--- src/rtl/bnn_neuron_seq.sv ---
// bnn_neuron_seq: streams XNOR'd activation/weight words to the shared popcount
// unit, accumulates its signed results with saturation and emits one activation
// bit per neuron once every issued word has come back.
module bnn_neuron_seq #(
   parameter int unsigned ACC_W     = 16,
   parameter int unsigned MAX_WORDS = 256
) (
   input  logic             clk,
   input  logic             rst,
   input  logic             s_val,
   output logic             s_rdy,
   input  logic [63:0]      s_act,
   input  logic [63:0]      s_wgt,
   input  logic             s_last,
   input  logic [ACC_W-1:0] s_thr,
   output logic             i_val,
   output logic [63:0]      stream_i,
   input  logic             o_val,
   input  logic [7:0]       stream_o,
   output logic             m_val,
   input  logic             m_rdy,
   output logic             m_bit,
   output logic [ACC_W-1:0] m_acc,
   output logic             m_err
);

   localparam int unsigned CNT_W = $clog2(MAX_WORDS + 1);
   localparam logic [CNT_W-1:0] MAX_CNT = CNT_W'(MAX_WORDS);
   localparam logic [ACC_W-1:0] ACC_MAX = {1'b0, {(ACC_W-1){1'b1}}};
   localparam logic [ACC_W-1:0] ACC_MIN = {1'b1, {(ACC_W-1){1'b0}}};

   typedef enum logic [1:0] {IDLE, ISSUE, DRAIN, OUT} state_e;

   state_e           state_q, state_d;
   logic             i_val_q, i_val_d;
   logic [63:0]      stream_q, stream_d;
   logic [CNT_W-1:0] issued_q, issued_d;
   logic [CNT_W-1:0] returned_q, returned_d;
   logic [ACC_W-1:0] acc_q, acc_d;
   logic [ACC_W-1:0] thr_q, thr_d;
   logic             err_q, err_d;
   logic             m_val_q, m_val_d;
   logic             m_bit_q, m_bit_d;
   logic [ACC_W-1:0] m_acc_q, m_acc_d;
   logic             m_err_q, m_err_d;

   logic             xfer;
   logic [CNT_W-1:0] issued_inc;
   logic             hit_max;
   logic [CNT_W-1:0] ret_next;
   logic [ACC_W:0]   acc_add;
   logic [ACC_W-1:0] acc_sat;

   // Ready only while collecting words; forced low during reset.
   assign s_rdy = !rst && ((state_q == IDLE) || (state_q == ISSUE));
   assign xfer  = s_val && s_rdy;

   // Word count after this transfer, result count including this cycle's arrival.
   assign issued_inc = (state_q == IDLE) ? CNT_W'(1) : issued_q + CNT_W'(1);
   assign hit_max    = (issued_inc == MAX_CNT);
   assign ret_next   = returned_q + CNT_W'(o_val);

   // Sign-extended add with one guard bit, clamped to the signed accumulator range.
   always_comb begin
      acc_add = {acc_q[ACC_W-1], acc_q} + {{(ACC_W-7){stream_o[7]}}, stream_o};
      acc_sat = acc_add[ACC_W-1:0];
      if (acc_add[ACC_W] != acc_add[ACC_W-1]) begin
         acc_sat = acc_add[ACC_W] ? ACC_MIN : ACC_MAX;
      end
   end

   // Next-state, counters, accumulator and result capture.
   always_comb begin
      state_d    = state_q;
      i_val_d    = xfer;
      stream_d   = stream_q;
      issued_d   = issued_q;
      returned_d = returned_q;
      acc_d      = acc_q;
      thr_d      = thr_q;
      err_d      = err_q;
      m_val_d    = m_val_q;
      m_bit_d    = m_bit_q;
      m_acc_d    = m_acc_q;
      m_err_d    = m_err_q;

      if (xfer) begin
         stream_d = ~(s_act ^ s_wgt);
      end

      // Results are only meaningful while a neuron is in flight.
      if (((state_q == ISSUE) || (state_q == DRAIN)) && o_val) begin
         acc_d      = acc_sat;
         returned_d = ret_next;
      end

      case (state_q)
         IDLE: begin
            if (xfer) begin
               acc_d      = '0;
               thr_d      = s_thr;
               issued_d   = issued_inc;
               returned_d = '0;
               err_d      = hit_max && !s_last;
               state_d    = (s_last || hit_max) ? DRAIN : ISSUE;
            end
         end
         ISSUE: begin
            if (xfer) begin
               issued_d = issued_inc;
               if (s_last || hit_max) begin
                  err_d   = !s_last;
                  state_d = DRAIN;
               end
            end
         end
         DRAIN: begin
            if (ret_next == issued_q) begin
               m_val_d = 1'b1;
               m_acc_d = acc_d;
               m_bit_d = $signed(acc_d) >= $signed(thr_q);
               m_err_d = err_q;
               state_d = OUT;
            end
         end
         OUT: begin
            if (m_rdy) begin
               m_val_d = 1'b0;
               state_d = IDLE;
            end
         end
         default: state_d = IDLE;
      endcase
   end

   // State and datapath registers with synchronous reset.
   always_ff @(posedge clk) begin
      if (rst) begin
         state_q    <= IDLE;
         i_val_q    <= 1'b0;
         stream_q   <= '0;
         issued_q   <= '0;
         returned_q <= '0;
         acc_q      <= '0;
         thr_q      <= '0;
         err_q      <= 1'b0;
         m_val_q    <= 1'b0;
         m_bit_q    <= 1'b0;
         m_acc_q    <= '0;
         m_err_q    <= 1'b0;
      end else begin
         state_q    <= state_d;
         i_val_q    <= i_val_d;
         stream_q   <= stream_d;
         issued_q   <= issued_d;
         returned_q <= returned_d;
         acc_q      <= acc_d;
         thr_q      <= thr_d;
         err_q      <= err_d;
         m_val_q    <= m_val_d;
         m_bit_q    <= m_bit_d;
         m_acc_q    <= m_acc_d;
         m_err_q    <= m_err_d;
      end
   end

   assign i_val    = i_val_q;
   assign stream_i = stream_q;
   assign m_val    = m_val_q;
   assign m_bit    = m_bit_q;
   assign m_acc    = m_acc_q;
   assign m_err    = m_err_q;

endmodule

--- config.mk ---
export PLATFORM = sky130hd
export DESIGN_NAME = bnn_neuron_seq
export DESIGN_NICKNAME = d
export VERILOG_FILES = /design/src/rtl/bnn_neuron_seq.sv
export SDC_FILE = /design/constraint.sdc
export NUM_CORES = 1
export LEC_CHECK = 0
export CORE_ASPECT_RATIO = 0.6
export CORE_MARGIN = 2
export CORE_UTILIZATION = 30
export CTS_CLUSTER_SIZE = 28
export DETAILED_ROUTE_END_ITERATION = 8
export MAX_ROUTING_LAYER = met4
export PLACE_DENSITY = 0.57
export SLEW_MARGIN = 20
export SYNTH_ARGS = -nofsm -noshare
export SYNTH_HDL_FRONTEND = slang
export SYNTH_SLANG_ARGS = --single-unit
--- constraint.sdc ---
create_clock -name clk -period 6.65 [get_ports clk]
set_clock_uncertainty 0.15 [all_clocks]
set_input_delay 1.33 -clock clk [delete_from_list [all_inputs] [get_ports clk]]
set_output_delay 1.33 -clock clk [all_outputs]
set_load 0.02 [all_outputs]
==> results of run 1 <==
[sequential cells by signal, indices dropped and copies added (netlist names)]
signal and count:
err_q 1, m_bit 1, stream_i 64, returned_q 9, thr_q 16, m_acc 16, m_err 1, state_q 2
i_val 1, issued_q 9, m_val 1, acc_q 16
[area by class of cell]
class                      count  share of cell area
clock inverter                14             0.01632
multi-input combinational    657              0.4054
timing repair buffer         246              0.2297
antenna                        2           0.0004697
inverter                      36             0.01268
tap                          322             0.03781
sequential                   137              0.2574
clock buffer                  18             0.04028
[cells in the mapped netlist, types with 4 or more instances]
cell,instances,share of area
and3_1,7,0.0059
nor2_1,58,0.029
inv_1,36,0.018
buf_2,5,0.0034
a31oi_1,7,0.0059
nand2_1,86,0.044
nand3_1,15,0.010
o211ai_1,4,0.0041
a211oi_1,17,0.017
nor2b_1,4,0.0034
a21o_1,10,0.010
o21ai_0,98,0.066
nand4_1,5,0.0042
or3_1,4,0.0034
dfxtp_1,137,0.37
xor2_1,72,0.085
xnor2_1,22,0.026
ha_1,40,0.068
nand2b_1,7,0.0059
a21oi_1,45,0.030
nand3b_1,65,0.066
clkbuf_1,40,0.020
nor3_1,13,0.0088
o21bai_1,7,0.0071
a22oi_1,4,0.0041
and2_1,6,0.0051
[report_power, final]
group / leakage [nW] / internal (mW) / switching (mW)
Combinational: 2.63 / 0.612 / 0.784
Sequential: 1.12 / 0.964 / 0.0859
Clock: 0.283 / 0.592 / 0.386
Total: 4.03 / 2.17 / 1.26
[cell usage in the layout (no fill, tap or decap), types with 22 or more instances in the layout]
cell type / count
o21ai_0: 98
ha_1: 40
xnor2_1: 22
nand2_1: 85
dfxtp_1: 137
nor2_1: 58
xor2_1: 72
inv_1: 36
clkdlybuf4s50_1: 241
a21oi_1: 45
nand3b_1: 65
[metal layers]
metal / wire (µm) / GRT usage / vias to the layer above
met5: 0 / - / -
met4: 199 / 0.03361 / 0
met3: 1858 / 0.06230 / 14
met2: 9227 / 0.2477 / 222
met1: 11140 / 0.2546 / 3091
li1: - / - / 3528
[cell families (layout without fill, tap and decap cells)]
kind of cell               count (synthesis)  in the layout  synth area share
and+or+nand+nor                          287            287            0.2049
AOI/OAI and AO/OA                        230            230            0.1899
DFF                                      137            137            0.3713
xor gates and xnor gates                  94             94            0.1114
buffers and inverters                     84            314           0.04505
adders and majority gates                 43             43           0.07334
muxes                                      3              3          0.004065
other                                      0              2                 0
[worst max-delay path: cells and delay by family]
kind | cells | cell delay [ps]
AOI/OAI and AO/OA | 10 | 2080
and+or+nand+nor | 5 | 1020
adders and majority gates | 2 | 750
buffers and inverters | 2 | 700
[metrics by stage]
step	instance area, µm²	hold WS [ps]	setup slack (ps)
after floorplan	7387	286.3	1523
after global placement	10050	294.0	589.2
after detailed placement	10050	296.8	534.9
after CTS	10650	306.0	968.8
after global routing	10660	321.5	363.2
final	10660	305.4	878.9
[path summary, 6_finish.rpt]
check                           depth (start not counted)  slack (ps)        end
worst min register to register                          2         310  thr_q[10]
worst min-delay path                                    2         310  thr_q[10]
worst max register to register                         19        2030      m_bit
worst max-delay path                                   19         880      m_bit
==> flow_summary_export.csv, run 1 <==
group,metric,value,unit
status,status,"finished clean",
timing,period_needed,5771,ps
critical_path,worstSetupStartpoint,"stream_o[7]",
place,placed_cells_incl_taps,1398,
critical_path,path_max_fanout,10,
timing,fmax,0.1733,GHz
critical_path,cpPeakStageDelay,610,ps
clock_tree,cts.htree.levels,4,
grt,grt_overflow,0,
detailed_routing,drt_iter0_drc,472,
power_and_ir_drop,report.power.total,3.424,mW
floorplan,placementRows,44,
clock_tree,clock_latency,420,ps
clock_tree,cts_num_sinks,137,
critical_path,worstPathArrival,5890,ps
cells_and_area,fillCellCount,2380,
cells_and_area,syn_to_final_growth,44.24,%
clock_tree,cts_max_path_buffers,2,
logic_synthesis,synth_area,7387,µm²
cells_and_area,multi_input_area,4319,µm²
critical_path,reg2reg_from,"acc_q[0]",
timing,finalSetupViolCount,0,
clock_tree,cts_setup_buffers,0,
cells_and_area,regArea,2743,µm²
critical_path,critical_path.most_common_cell,"a211oi_1",
power_and_ir_drop,leakagePower,4.029,nW
detailed_routing,vias_per_cell,4.787,
logic_synthesis,yosysSeqAreaShare,0.3713,
timing,rsz0062_at_grt,"false",
grt,grt_max_degree,96,
place,place_hpwl,17090,µm
floorplan,fp.dieW,206.6,µm
floorplan,core_area,24170,µm²
power_and_ir_drop,p_per_area,321.3,nW/µm²
flow_run,max_cap_violations,0,
cells_and_area,fin_util,0.4409,
grt,grt_use_total,0.1806,
logic_synthesis,ys_types,66,
logic_synthesis,yosysWarnings,0,
clock_tree,cts_tree,"yes",
cells_and_area,drive_gt1_frac,0.04242,
detailed_routing,drt_wl_total,22430,µm
grt,grt_pass1_wl,35630,µm
clock_tree,cts_root_buffer,"clkbuf_16",
cells_and_area,instances_no_fill,1432,
clock_tree,cts-hold-fix-buffers,0,
place,gp_congestion,0.8666,
floorplan,die_area,25940,µm²
grt,grt_pass1_vias,6489,
detailed_routing,antenna_left,0,
place,io_buffers,242,
timing,worstMarginPinSlew,916.4,ps
detailed_routing,drc_errors,0,
floorplan,ios,243,
clock_tree,cts_buffers,17,
critical_path,worstPathCellList,"clkdlybuf4s50_1, ha_1, a21oi_1, o211ai_1, and2_1, or3_1, nand2_1, a211oi_1, a211oi_1, inv_1, ha_1, a21o_1, a21oi_1, nor2b_1, o21ai_0, nand2b_1, a211oi_1, o32a_1, a211oi_1",
cells_and_area,nets,1294,
min_path,min_from,"thr_q[10]",
timing,maxSlewHeadroom,0.3891,
timing,fin_crit_sh,0.8678,
timing,hold_violations,0,
logic_synthesis,synthCells,878,
clock_tree,clk_pin_slew_worst_paths,60,ps
critical_path,cp-start-kind,"primary input",
logic_synthesis,synth_nets,1077,
timing,fin_setup_tns,0,ps
detailed_routing,num_vias,6855,
critical_path,crit_slowest_cell,"clkdlybuf4s50_1",
critical_path,cp-end-kind,"flip-flop",
logic_synthesis,synth_seq_cells,137,
floorplan,start_util,0.3057,
power_and_ir_drop,ir_worst_vdd,0.1801,mV
detailed_routing,dr.pass1.iters,5,
detailed_routing,wl_per_cell,15.66,µm
clock_tree,ctsResizeCount,0,
logic_synthesis,avgSynthCellArea,8.414,µm²
critical_path,timing_worst_setup_path_type,"primary input to flip-flop",
critical_path,crit_required,6770,ps
min_path,hold_path_class,"flip-flop to flip-flop",
logic_synthesis,synth-edff-count,0,
logic_synthesis,async_reset_ff_frac,0,
floorplan,die_h,125.6,µm
timing,finalMaxSlewViolations,0,
grt,grt_antenna_before_repair,2,
logic_synthesis,ys.flop_type,"dfxtp_1",
No activity file was read; power rests on OpenSTA's default activity.
==> run 2, diff against run 1 <==
CORE_ASPECT_RATIO = default   (was 0.6)
==> run 2 against run 1 <==
Compared with the run above: die area fell by 0.16%; cell count rose by 0.28%; critical endpoint unchanged; flip-flop and latch count did not move; global-route usage decreased by 0.74 points; first-iteration DRC count decreased by 22%; combinational power about the same; power shrank 1.4%; clock-buffer cell count increased by 1; sequential power barely moved; core utilization fell by 0.13 points; via count fell by 0.23%; routed wire length fell by 2.9%.
==> flow_summary_export.csv, run 2 (synthesized netlist as in run 1, its figures left out) <==
group,metric,value,unit
cells_and_area,final_common_cell,"clkdlybuf4s50_1",
floorplan,die_h,160.9,µm
clock_tree,cts-hold-fix-buffers,0,
timing,maxSlewHeadroom,0.2945,
floorplan,fp.dieW,160.9,µm
clock_tree,cts_root_buffer,"clkbuf_16",
clock_tree,clk_pin_slew_worst_paths,60,ps
grt,met3_usage,0.04132,
detailed_routing,dr.pass1.iters,7,
critical_path,path_max_fanout,10,
place,placed_cells_incl_taps,1400,
grt,grt_use_total,0.1732,
detailed_routing,antenna_left,0,
grt,grt_antenna_before_repair,3,
power_and_ir_drop,netSwitchingPower,1.233,mW
critical_path,timing_worst_setup_path_type,"primary input to flip-flop",
place,placed_area,10050,µm²
place,gp_congestion,0.8212,
grt,met1_usage,0.2202,
cells_and_area,instances_no_fill,1436,
detailed_routing,vias_per_cell,4.763,
timing,finalMaxSlewViolations,0,
grt,grt-busiest-layer,"met2",
detailed_routing,drt_wl_total,21770,µm
critical_path,crit_required,6750,ps
place,place_hpwl,16570,µm
timing,fin_setup_tns,0,ps
timing,hold_violations,0,
cells_and_area,syn_to_final_growth,44.29,%
critical_path,cp-end-kind,"flip-flop",
clock_tree,cts.htree.levels,4,
power_and_ir_drop,leakagePower,4.030,nW
cells_and_area,nets,1295,
grt,grt_pass1_vias,6626,
clock_tree,cts_tree,"yes",
cells_and_area,final_cell_mix,"241 x clkdlybuf4s50_1, 137 x dfxtp_1, 98 x o21ai_0",
critical_path,cp-start-kind,"primary input",
power_and_ir_drop,power.clock.fraction,0.279,
power_and_ir_drop,ir_worst_vdd,0.1517,mV
timing,fmax,0.1766,GHz
power_and_ir_drop,seq_power_share,0.311,
status,status,"finished clean",
floorplan,core_area,24250,µm²
detailed_routing,drt_iter0_drc,366,
min_path,hold_path_class,"flip-flop to flip-flop",
grt,grt_max_degree,123,
min_path,min_from,"thr_q[6]",
clock_tree,cts_max_path_buffers,2,
cells_and_area,design_area,10660,µm²
critical_path,reg2reg_from,"acc_q[0]",
critical_path,worstSetupStartpoint,"stream_o[0]",
power_and_ir_drop,power_switching_share,0.3653,
clock_tree,cts_buffers,17,
floorplan,placementRows,57,
power_and_ir_drop,p_per_area,316.7,nW/µm²
floorplan,start_util,0.3046,
cells_and_area,drive_gt1_frac,0.04328,
floorplan,ios,243,
clock_tree,ctsResizeCount,0,
cells_and_area,largest_reg_flops,64,
cells_and_area,fin_util,0.4396,
timing,worstMarginPinSlew,1058,ps
grt,grt_overflow,0,
flow_run,max_cap_violations,0,
power_and_ir_drop,power_frac_comb,0.410,
timing,period_needed,5662,ps
power_and_ir_drop,internal_power,2.142,mW
floorplan,die_area,25900,µm²
detailed_routing,drc_errors,0,
clock_tree,cts_num_sinks,137,
detailed_routing,wl_per_cell,15.16,µm
place,io_buffers,242,
grt,use_met2,0.2794,
grt,grt_pass1_wl,34580,µm
timing,finalSetupViolCount,0,
power_and_ir_drop,report.power.total,3.375,mW
timing,fin_crit_sh,0.8514,
detailed_routing,num_vias,6839,
clock_tree,cts_setup_buffers,0,
critical_path,worstPathArrival,5760,ps
clock_tree,clock_latency,420,ps
timing,rsz0062_at_grt,"false",
run 2: cell count changes in the layout (fill, tap and decap cells not counted), sizes merged:
| cell | change |
|---|---|
| inv | +1 |
| buf | +1 |
| clkinv | -1 |
| clkbuf | +1 |
| diode | +1 |
| bufinv | -1 |
run 2: routing by layer:
layer / share of wire / vias up
met2: 0.48 / 218
met5: 0 / -
met4: 0.013 / 0
li1: - / 3527
met1: 0.45 / 3073
met3: 0.059 / 21
run 2: worst max-delay path: stages:
cell and delay (ps):
clkdlybuf4s50_1 420, ha_1 230, fa_1 410, a21o_1 200, a221oi_1 400, nor3_1 130
or3_1 400, nand2_1 260, a211oi_1 130, a211oi_1 390, inv_1 80, ha_1 300
a21o_1 180, a21oi_1 130, nor2b_1 50, o21ai_0 160, nand2b_1 80, a211oi_1 230
o32a_1 170, a211oi_1 70
run 2: cell type report:
| type | instances | area (µm²) |
|---|---|---|
| clock buffers | 19 | 442.9 |
| diodes | 3 | 7.507 |
| clock inverters | 13 | 143.9 |
| inverters | 36 | 135.1 |
| multi-input cells | 657 | 4319 |
| well taps | 324 | 405.4 |
| fillers | 2470 | 13590 |
| flip-flops and latches | 137 | 2743 |
| repair buffers | 247 | 2462 |
run 2: power by group through the flow:
stage | clock network (mW) | registers (mW) | logic [mW]
2_1_floorplan | 0 | 1.17 | 0.742
3_3_place_gp | 0 | 1.07 | 1.39
3_5_place_dp | 0 | 1.07 | 1.38
4_1_cts | 0.968 | 1.05 | 1.39
5_1_grt | 1.00 | 1.07 | 1.53
6_report | 0.941 | 1.05 | 1.38
run 2: path summary, 6_finish.rpt:
kind | endpoint | slack, ps | depth (start not counted)
max | m_bit | 990 | 20
min | thr_q[6] | 300 | 2
max reg2reg | m_bit | 2030 | 19
min reg2reg | thr_q[6] | 300 | 2
run 2: per-stage QoR:
step                      hold slack [ps]  worst slack [ps]
final                               302.3             988.1
after global routing                320.7             581.5
after CTS                           306.0             984.4
after detailed placement            297.7             573.7
after global placement              294.9             667.8
after floorplan                     286.3              1523
==> run 3, diff against run 2 <==
CORE_UTILIZATION = 45   (was 30)
PLACE_DENSITY = 0.8   (was 0.57)
==> run 3 against run 2 <==
Compared with the run above: register-to-register slack got worse by 100 ps; hold slack improved by 2.3 ps; die area decreased by 33%; clock-buffer cell count increased by 2; combinational power about the same; core utilization increased by 22 points; sequential share of layout area increased by 0.26 points; first-iteration DRC count increased by 7.7%; routed wire length decreased by 1.7%; global-route usage increased by 7.9 points; non-clock buffer count decreased by 1; clock power increased by 7%; critical endpoint unchanged; largest cell class unchanged; largest power group unchanged.
==> flow_summary_export.csv, run 3 (synthesized netlist as in run 1, its figures left out) <==
group,metric,value,unit
critical_path,cp-end-kind,"flip-flop",
detailed_routing,vias_per_cell,5.319,
clock_tree,cts_tree,"yes",
detailed_routing,drt_iter0_drc,394,
clock_tree,cts.htree.levels,4,
place,place_hpwl,16080,µm
min_path,min_from,"thr_q[9]",
cells_and_area,syn_to_final_growth,42.84,%
grt,grt_overflow,0,
cells_and_area,drive_gt1_frac,0.04155,
min_path,hold_path_class,"flip-flop to flip-flop",
flow_run,max_cap_violations,0,
min_path,worst_hold_path.num_cells,2,
place,placed_cells_incl_taps,1292,
timing,hold_violations,0,
floorplan,ios,243,
cells_and_area,instances_no_fill,1323,
timing,worstMarginPinSlew,1042,ps
grt,grt_pass1_vias,6795,
timing,rsz0062_at_grt,"false",
timing,period_needed,5793,ps
floorplan,fp.dieW,132.1,µm
floorplan,core_area,15940,µm²
grt,grt_antenna_before_repair,0,
min_path,hold_end,"thr_q[9]",
cells_and_area,regArea,2743,µm²
timing,finalMaxSlewViolations,0,
detailed_routing,dr.pass1.iters,4,
grt,grt_max_degree,124,
floorplan,start_util,0.4633,
cells_and_area,fillCellCount,1352,
critical_path,path_max_fanout,10,
power_and_ir_drop,leakagePower,4.052,nW
detailed_routing,antenna_left,0,
clock_tree,cts_num_sinks,137,
status,status,"finished clean",
timing,maxSlewHeadroom,0.3056,
critical_path,cp-start-kind,"primary input",
cells_and_area,multi_input_area,4319,µm²
clock_tree,clk_pin_slew_worst_paths,50,ps
power_and_ir_drop,p_per_area,327.3,nW/µm²
floorplan,die_area,17460,µm²
cells_and_area,n_antenna_cell,0,
clock_tree,cts_max_path_buffers,2,
timing,fmax,0.1726,GHz
critical_path,timing_worst_setup_path_type,"primary input to flip-flop",
critical_path,r2r_cells,19,
power_and_ir_drop,ir_worst_vdd,0.1951,mV
detailed_routing,drt_wl_total,21410,µm
cells_and_area,largest_reg_flops,64,
critical_path,reg2reg_from,"acc_q[0]",
critical_path,r2r-end,"m_bit",
place,gp_congestion,0.9117,
clock_tree,cts_root_buffer,"clkbuf_16",
clock_tree,cts_setup_buffers,0,
clock_tree,cts_buffers,17,
cells_and_area,final_cell_mix,"241 x clkdlybuf4s50_1, 137 x dfxtp_1, 98 x o21ai_0",
clock_tree,clock_latency,420,ps
clock_tree,ctsResizeCount,0,
critical_path,worstPathArrival,5900,ps
clock_tree,cts-hold-fix-buffers,0,
place,io_buffers,242,
detailed_routing,num_vias,7037,
floorplan,placementRows,46,
timing,fin_setup_tns,0,ps
timing,finalSetupViolCount,0,
critical_path,reg2reg_slack,1930,ps
floorplan,die_h,132.1,µm
detailed_routing,wl_per_cell,16.18,µm
timing,fin_crit_sh,0.8712,
grt,grt_pass1_wl,34470,µm
grt,grt_use_total,0.2525,
critical_path,crit_required,6750,ps
cells_and_area,final_common_cell,"clkdlybuf4s50_1",
cells_and_area,nets,1294,
detailed_routing,drc_errors,0,
run 3: report_power, final:
part / leakage [nW] / internal, mW / total [mW] / switching, mW
clock network: 0.306 / 0.657 / 1.01 / 0.356
logic: 2.63 / 0.612 / 1.39 / 0.780
registers: 1.12 / 0.964 / 1.05 / 0.0842
run 3: metal layers:
metal	up-vias	GRT usage	share of wire
met3	31	0.05882	0.053
met5	-	-	0
met1	3285	0.3009	0.43
li1	3523	-	-
met4	0	0.07609	0.020
met2	198	0.4242	0.50
run 3: worst max path at each step:
stage	from	to	slack (ps)	depth (start not counted)
floorplan	stream_o[0]	m_bit	1520	19
global placement	stream_o[0]	m_bit	660	20
detailed placement	stream_o[0]	m_bit	580	20
CTS	stream_o[7]	m_bit	940	19
global route	stream_o[7]	m_bit	600	19
finish	stream_o[7]	m_bit	860	19
run 3: final cells by class:
type                    instances  share of cell area
inverters                      36             0.01281
flip-flops and latches        137              0.2599
well taps                     216             0.02561
repair buffers                246              0.2319
clock inverters                10             0.01577
multi-input cells             657              0.4093
clock buffers                  21             0.04459
run 3: metrics by stage:
step | cell area [µm²] | utilization | hold slack [ps] | worst slack [ps] | power, mW
final | 10550 | 0.6618 | 304.6 | 856.6 | 3.454
after global routing | 10550 | 0.6618 | 319.4 | 596.1 | 3.642
after floorplan | 7387 | - | 286.3 | 1523 | 1.911
after global placement | 9915 | 0.6219 | 293.8 | 656.2 | 2.427
after detailed placement | 9915 | 0.6219 | 298.6 | 580.9 | 2.434
after CTS | 10550 | 0.6618 | 306.6 | 944.0 | 3.471
run 3: critical path: stages:
cell             delay [ps]
clkdlybuf4s50_1         640
ha_1                    470
a21oi_1                 370
o211ai_1                170
and2_1                  210
or3_1                   370
nand2_1                 280
nor2_1                  140
o21ai_0                 320
nand2_1                 110
ha_1                    300
nor2b_1                 150
o21a_1                  180
o21a_1                  160
o21ai_0                 180
nand2_1                  70
a41oi_1                 210
o32a_1                  160
a211oi_1                 60
==> edit 1: new RTL, settings of run 3 <==
Encoding of `state_e`: now one-hot (4 bits for 4 states).
--- a/src/rtl/bnn_neuron_seq.sv
+++ b/src/rtl/bnn_neuron_seq.sv
@@ -30,5 +30,5 @@
    localparam logic [ACC_W-1:0] ACC_MIN = {1'b1, {(ACC_W-1){1'b0}}};
 
-   typedef enum logic [1:0] {IDLE, ISSUE, DRAIN, OUT} state_e;
+   typedef enum logic [3:0] {IDLE = 4'b0001, ISSUE = 4'b0010, DRAIN = 4'b0100, OUT = 4'b1000} state_e;
 
    state_e           state_q, state_d;
Formal check against the unedited RTL: same outputs for any inputs over 4 cycles, from zero or initial values and one cycle with rst high; so few cycles prove little.
==> edit 1 against run 3 <==
  * Sequential cell count grew 2
  * Core utilization down 0.83 points
  * Worst setup slack better by 110 ps
  * Area after synthesis decreased by 0.61%
  * Count of clock-buffer cells in the layout is 3 higher
  * Cell area shrank 1.3%
  * Power fell by 14%
  * Routed wire length is 1.9% higher
  * Critical path depth down 1
  * Combinational power fell by 27%
  * Sequential share of layout area grew 0.72 points
  * Largest cell class unchanged
  * Highest routed layer unchanged
==> edit 1: results (changes against run 3) <==
Area Overhead vs Synth: 41.9%
Post-synth net total: 1078 (+0.093%)
GPL Wtd Cong: 0.869 (-4.7%)
Mux share of post-synthesis cell area: 0.0130 (+0.00889)
Total track usage: 0.260 (+0.00742)
Hold path start: thr_q[6]
Worst Max-Slew Pin Slew: 1030 ps (-9.56 ps)
Leakage: 3.97 nW (-1.9%)
Post-place setup slack: 605 ps (+24.3 ps)
Vias in the first global route: 6646 (-2.2%)
Fill count: 1349 (-0.22%)
Hold WS: 304 ps (-1.08 ps)
Netlist cell types: 64 (-3.0%)
M3 GR Usage: 0.0642 (+0.00538)
Post-Synth Adder-Cell Area: 0.0624 (-0.0110)
XOR/XNOR share of the synthesized area: 0.122 (+0.0101)
Global-route wire length before repair: 34.7 mm (+0.56%)
Wl on met1: 9.01 mm (-1.7%)
Share of layout cells above drive strength 1: 0.0459 (+0.00431)
Initial drt markers: 468 (+19%)
Outcome: complete, no violations
Compound-Gate Fraction of Synth Area: 0.199 (+0.00883)
Initial antenna violation count: 1 (+1)
DP Area: 9860 µm² (-0.56%)
Cell types occupying the most area after synthesis: dfxtp_1 (38%), xor2_1 (8.8%), ha_1 (6.0%), o21ai_0 (5.7%), nand3_1 (5.6%)
Met3 wire len: 1.32 mm (+16%)
edit 1: cell type report:
class / instances / share of cell area
Antenna cell: 1 / 0.000240
Clock buffer: 24 / 0.0462
Clock inverter: 7 / 0.00636
Inverter: 29 / 0.0104
Multi-Input combinational cell: 667 / 0.408
Sequential cell: 139 / 0.267
Tap cell: 216 / 0.0259
Timing Repair Buffer: 246 / 0.235
edit 1: how the worst max path moves through the flow:
stage          depth (start not counted)         from     to
5_1_grt                               18  stream_o[7]  m_bit
2_1_floorplan                         19  stream_o[7]  m_bit
3_3_place_gp                          18  stream_o[7]  m_bit
3_5_place_dp                          18  stream_o[7]  m_bit
4_1_cts                               18  stream_o[7]  m_bit
6_report                              18  stream_o[7]  m_bit
edit 1: worst min-delay path, cell delays in order, from the launching register on:
cell and delay, ps:
dfxtp_1 310, nand2_1 50, a21oi_1 50
edit 1: power breakdown:
group / switching [W] / internal, W
combinational: 0.000567 / 0.000453
sequential: 0.0000921 / 0.000979
clock: 0.000340 / 0.000540
total: 0.000999 / 0.00197
==> edit 2: new RTL, flow settings as in run 3 <==
Made on the original files. The parameter `MAX_WORDS` goes from 256 to 1024.
--- a/src/rtl/bnn_neuron_seq.sv
+++ b/src/rtl/bnn_neuron_seq.sv
@@ -4,5 +4,5 @@
 module bnn_neuron_seq #(
    parameter int unsigned ACC_W     = 16,
-   parameter int unsigned MAX_WORDS = 256
+   parameter int unsigned MAX_WORDS = 1024
 ) (
    input  logic             clk,
Function: no difference found for any inputs over 4 cycles, from zero or initial values and one cycle with rst high; that may be too few to reach the edited logic, so the function may still have changed.
==> edit 2 against run 3 <==
  * Sequential cell count increased by 4
  * Clock power shrank 5%
  * Maximum frequency up 0.53%
  * Sequential power increased by 4%
  * Non-clock buffer count grew 6
  * Area after synthesis up 3.7%
  * Worst setup slack improved by 30 ps
  * Cell area is 2.3% higher
  * Power increased by 4.7%
  * Sequential share of layout area increased by 0.15 points
  * Routed wire length grew 6.1%
==> edit 2: results (changes against run 3) <==
Initial antenna violation count: 1 (+1)
Vias: 7380 (+4.9%)
Post-synth net total: 1135 (+5.4%)
Clock Latency Late Sink: 420 ps (about the same)
Global-route wire length before repair: 35.9 mm (+4.3%)
Post-DP HPWL: 17.4 mm (+8.2%)
Top cells by count, synth: dfxtp_1 (141), o21ai_0 (107), nand3_1 (79), xor2_1 (77), nand2_1 (76)
Compound-Gate Fraction of Synth Area: 0.195 (+0.00464)
Worst Max-Slew Pin Slew: 993 ps (-48.7 ps)
P_sw: 0.00138 W (+13%)
Detailed-router iteration count before antenna repair: 5 (+1)
CTS Buf Count: 17 (unchanged)
Post-synth ARST share: 0 (unchanged)
Total track usage: 0.262 (+0.00908)
Worst path arrival time: 5870 ps (-30 ps)
Largest net degree at the start of global routing: 138 (+11%)
Main flop type after synthesis: dfxtp_1
Outcome: complete, no violations
Fin nets: 1347 (+4.1%)
Via density: 5.34 (+0.40%)
Mux share of post-synthesis cell area: 0.00653 (+0.00247)
Share of layout cells above drive strength 1: 0.0551 (+0.0136)
HP Class: flop to flop
Slowest Stage Delay on Critical Path: 650 ps
Largest register FFs: 64 (unchanged)
Mean post-synth cell area: 8.18 µm² (-2.7%)
Root buffer cell: clkbuf_16
Post-Synth Adder-Cell Area: 0.0694 (-0.00393)
Clock-pin slew on the worst setup and hold paths: 60 ps
GPL Wtd Cong: 0.886 (-2.9%)
IO Port Bufs: 242 (unchanged)
Initial drt markers: 532 (+35%)
Netlist cell types: 71 (+7.6%)
Slowest cell on crit path: a2111oi_4
Cell types occupying the most area after synthesis: dfxtp_1 (37%), xor2_1 (8.8%), o21ai_0 (7.0%), ha_1 (6.5%), nand3_1 (5.2%)
Register area share after synthesis: 0.368 (-0.00283)
WL/cell: 16.4 µm (+1.6%)
H-Tree Depth: 4 (unchanged)
Vias in the first global route: 6978 (+2.7%)
Leakage: 4.21 nW (+3.8%)
VDD IR max: 0.214 mV (+9.7%)
YS warnings: 0 (unchanged)
CP Max Fanout: 9 (-1)
CTS max path bufs: 2 (unchanged)
Resize count post-CTS: 0 (unchanged)
XOR/XNOR share of the synthesized area: 0.111 (-0.000557)
Setup Buffers After CTS: 0 (unchanged)
Sw Share: 0.381 (+0.0278)
[edit 2: worst max-delay path, delay by kind of cell]
kind,cells,cell delay [ps]
AOI/OAI and AO/OA,11,2690
buffers and inverters,3,600
and+or+nand+nor,2,250
muxes,1,210
adders and majority gates,3,770
[edit 2: layer usage]
metal | track usage | part of all wire | wire [µm] | vias to the layer above
met1 | 0.329 | 0.42 | 9610 | 3342
li1 | - | - | - | 3700
met5 | - | 0 | 0 | -
met4 | 0.0906 | 0.026 | 599 | 0
met3 | 0.0597 | 0.074 | 1680 | 37
met2 | 0.415 | 0.48 | 10800 | 301
[edit 2: cell families (layout without fill, tap and decap cells)]
| logic type | Yosys count | in the layout |
|---|---|---|
| compound gates | 244 | 244 |
| xor+xnor | 97 | 97 |
| fa+ha+maj | 42 | 42 |
| buf+inv | 104 | 329 |
| flops | 141 | 141 |
| mux | 5 | 5 |
| other cells | 0 | 1 |
| simple gates | 303 | 303 |
[edit 2: worst paths after layout]
kind | start | to | slack (ps) | cells past startpoint
max reg2reg | acc_q[0] | m_bit | 1920 | 19
min | thr_q[12] | thr_q[12] | 300 | 2
min reg2reg | thr_q[12] | thr_q[12] | 300 | 2
max | stream_o[0] | m_bit | 890 | 20
[edit 2: final cells by class]
type | count | area (µm²)
diodes | 1 | 2.50
flip-flops and latches | 141 | 2820
fillers | 1399 | 5850
multi-input cells | 691 | 4430
clock buffers | 18 | 439
well taps | 220 | 275
inverters | 45 | 169
repair buffers | 252 | 2500
clock inverters | 14 | 158
[edit 2: stage by stage]
step                hold slack (ps)  worst slack (ps)  total power [W]  cell area, µm²
floorplan                       286              1320          0.00206            7660
global placement                294               694          0.00263           10200
detailed placement              297               492          0.00266           10200
CTS                             305               934          0.00363           10800
global route                    318               602          0.00382           10800
finish                          305               887          0.00362           10800
[edit 2: power groups by stage]
stage                     Combinational [W]  Clock (W)  Sequential [W]
after floorplan                    0.000821          0         0.00124
after global placement              0.00153          0         0.00110
after detailed placement            0.00155          0         0.00111
after CTS                           0.00156   0.000970         0.00109
after global routing                0.00171    0.00100         0.00111
final                               0.00156   0.000957         0.00109
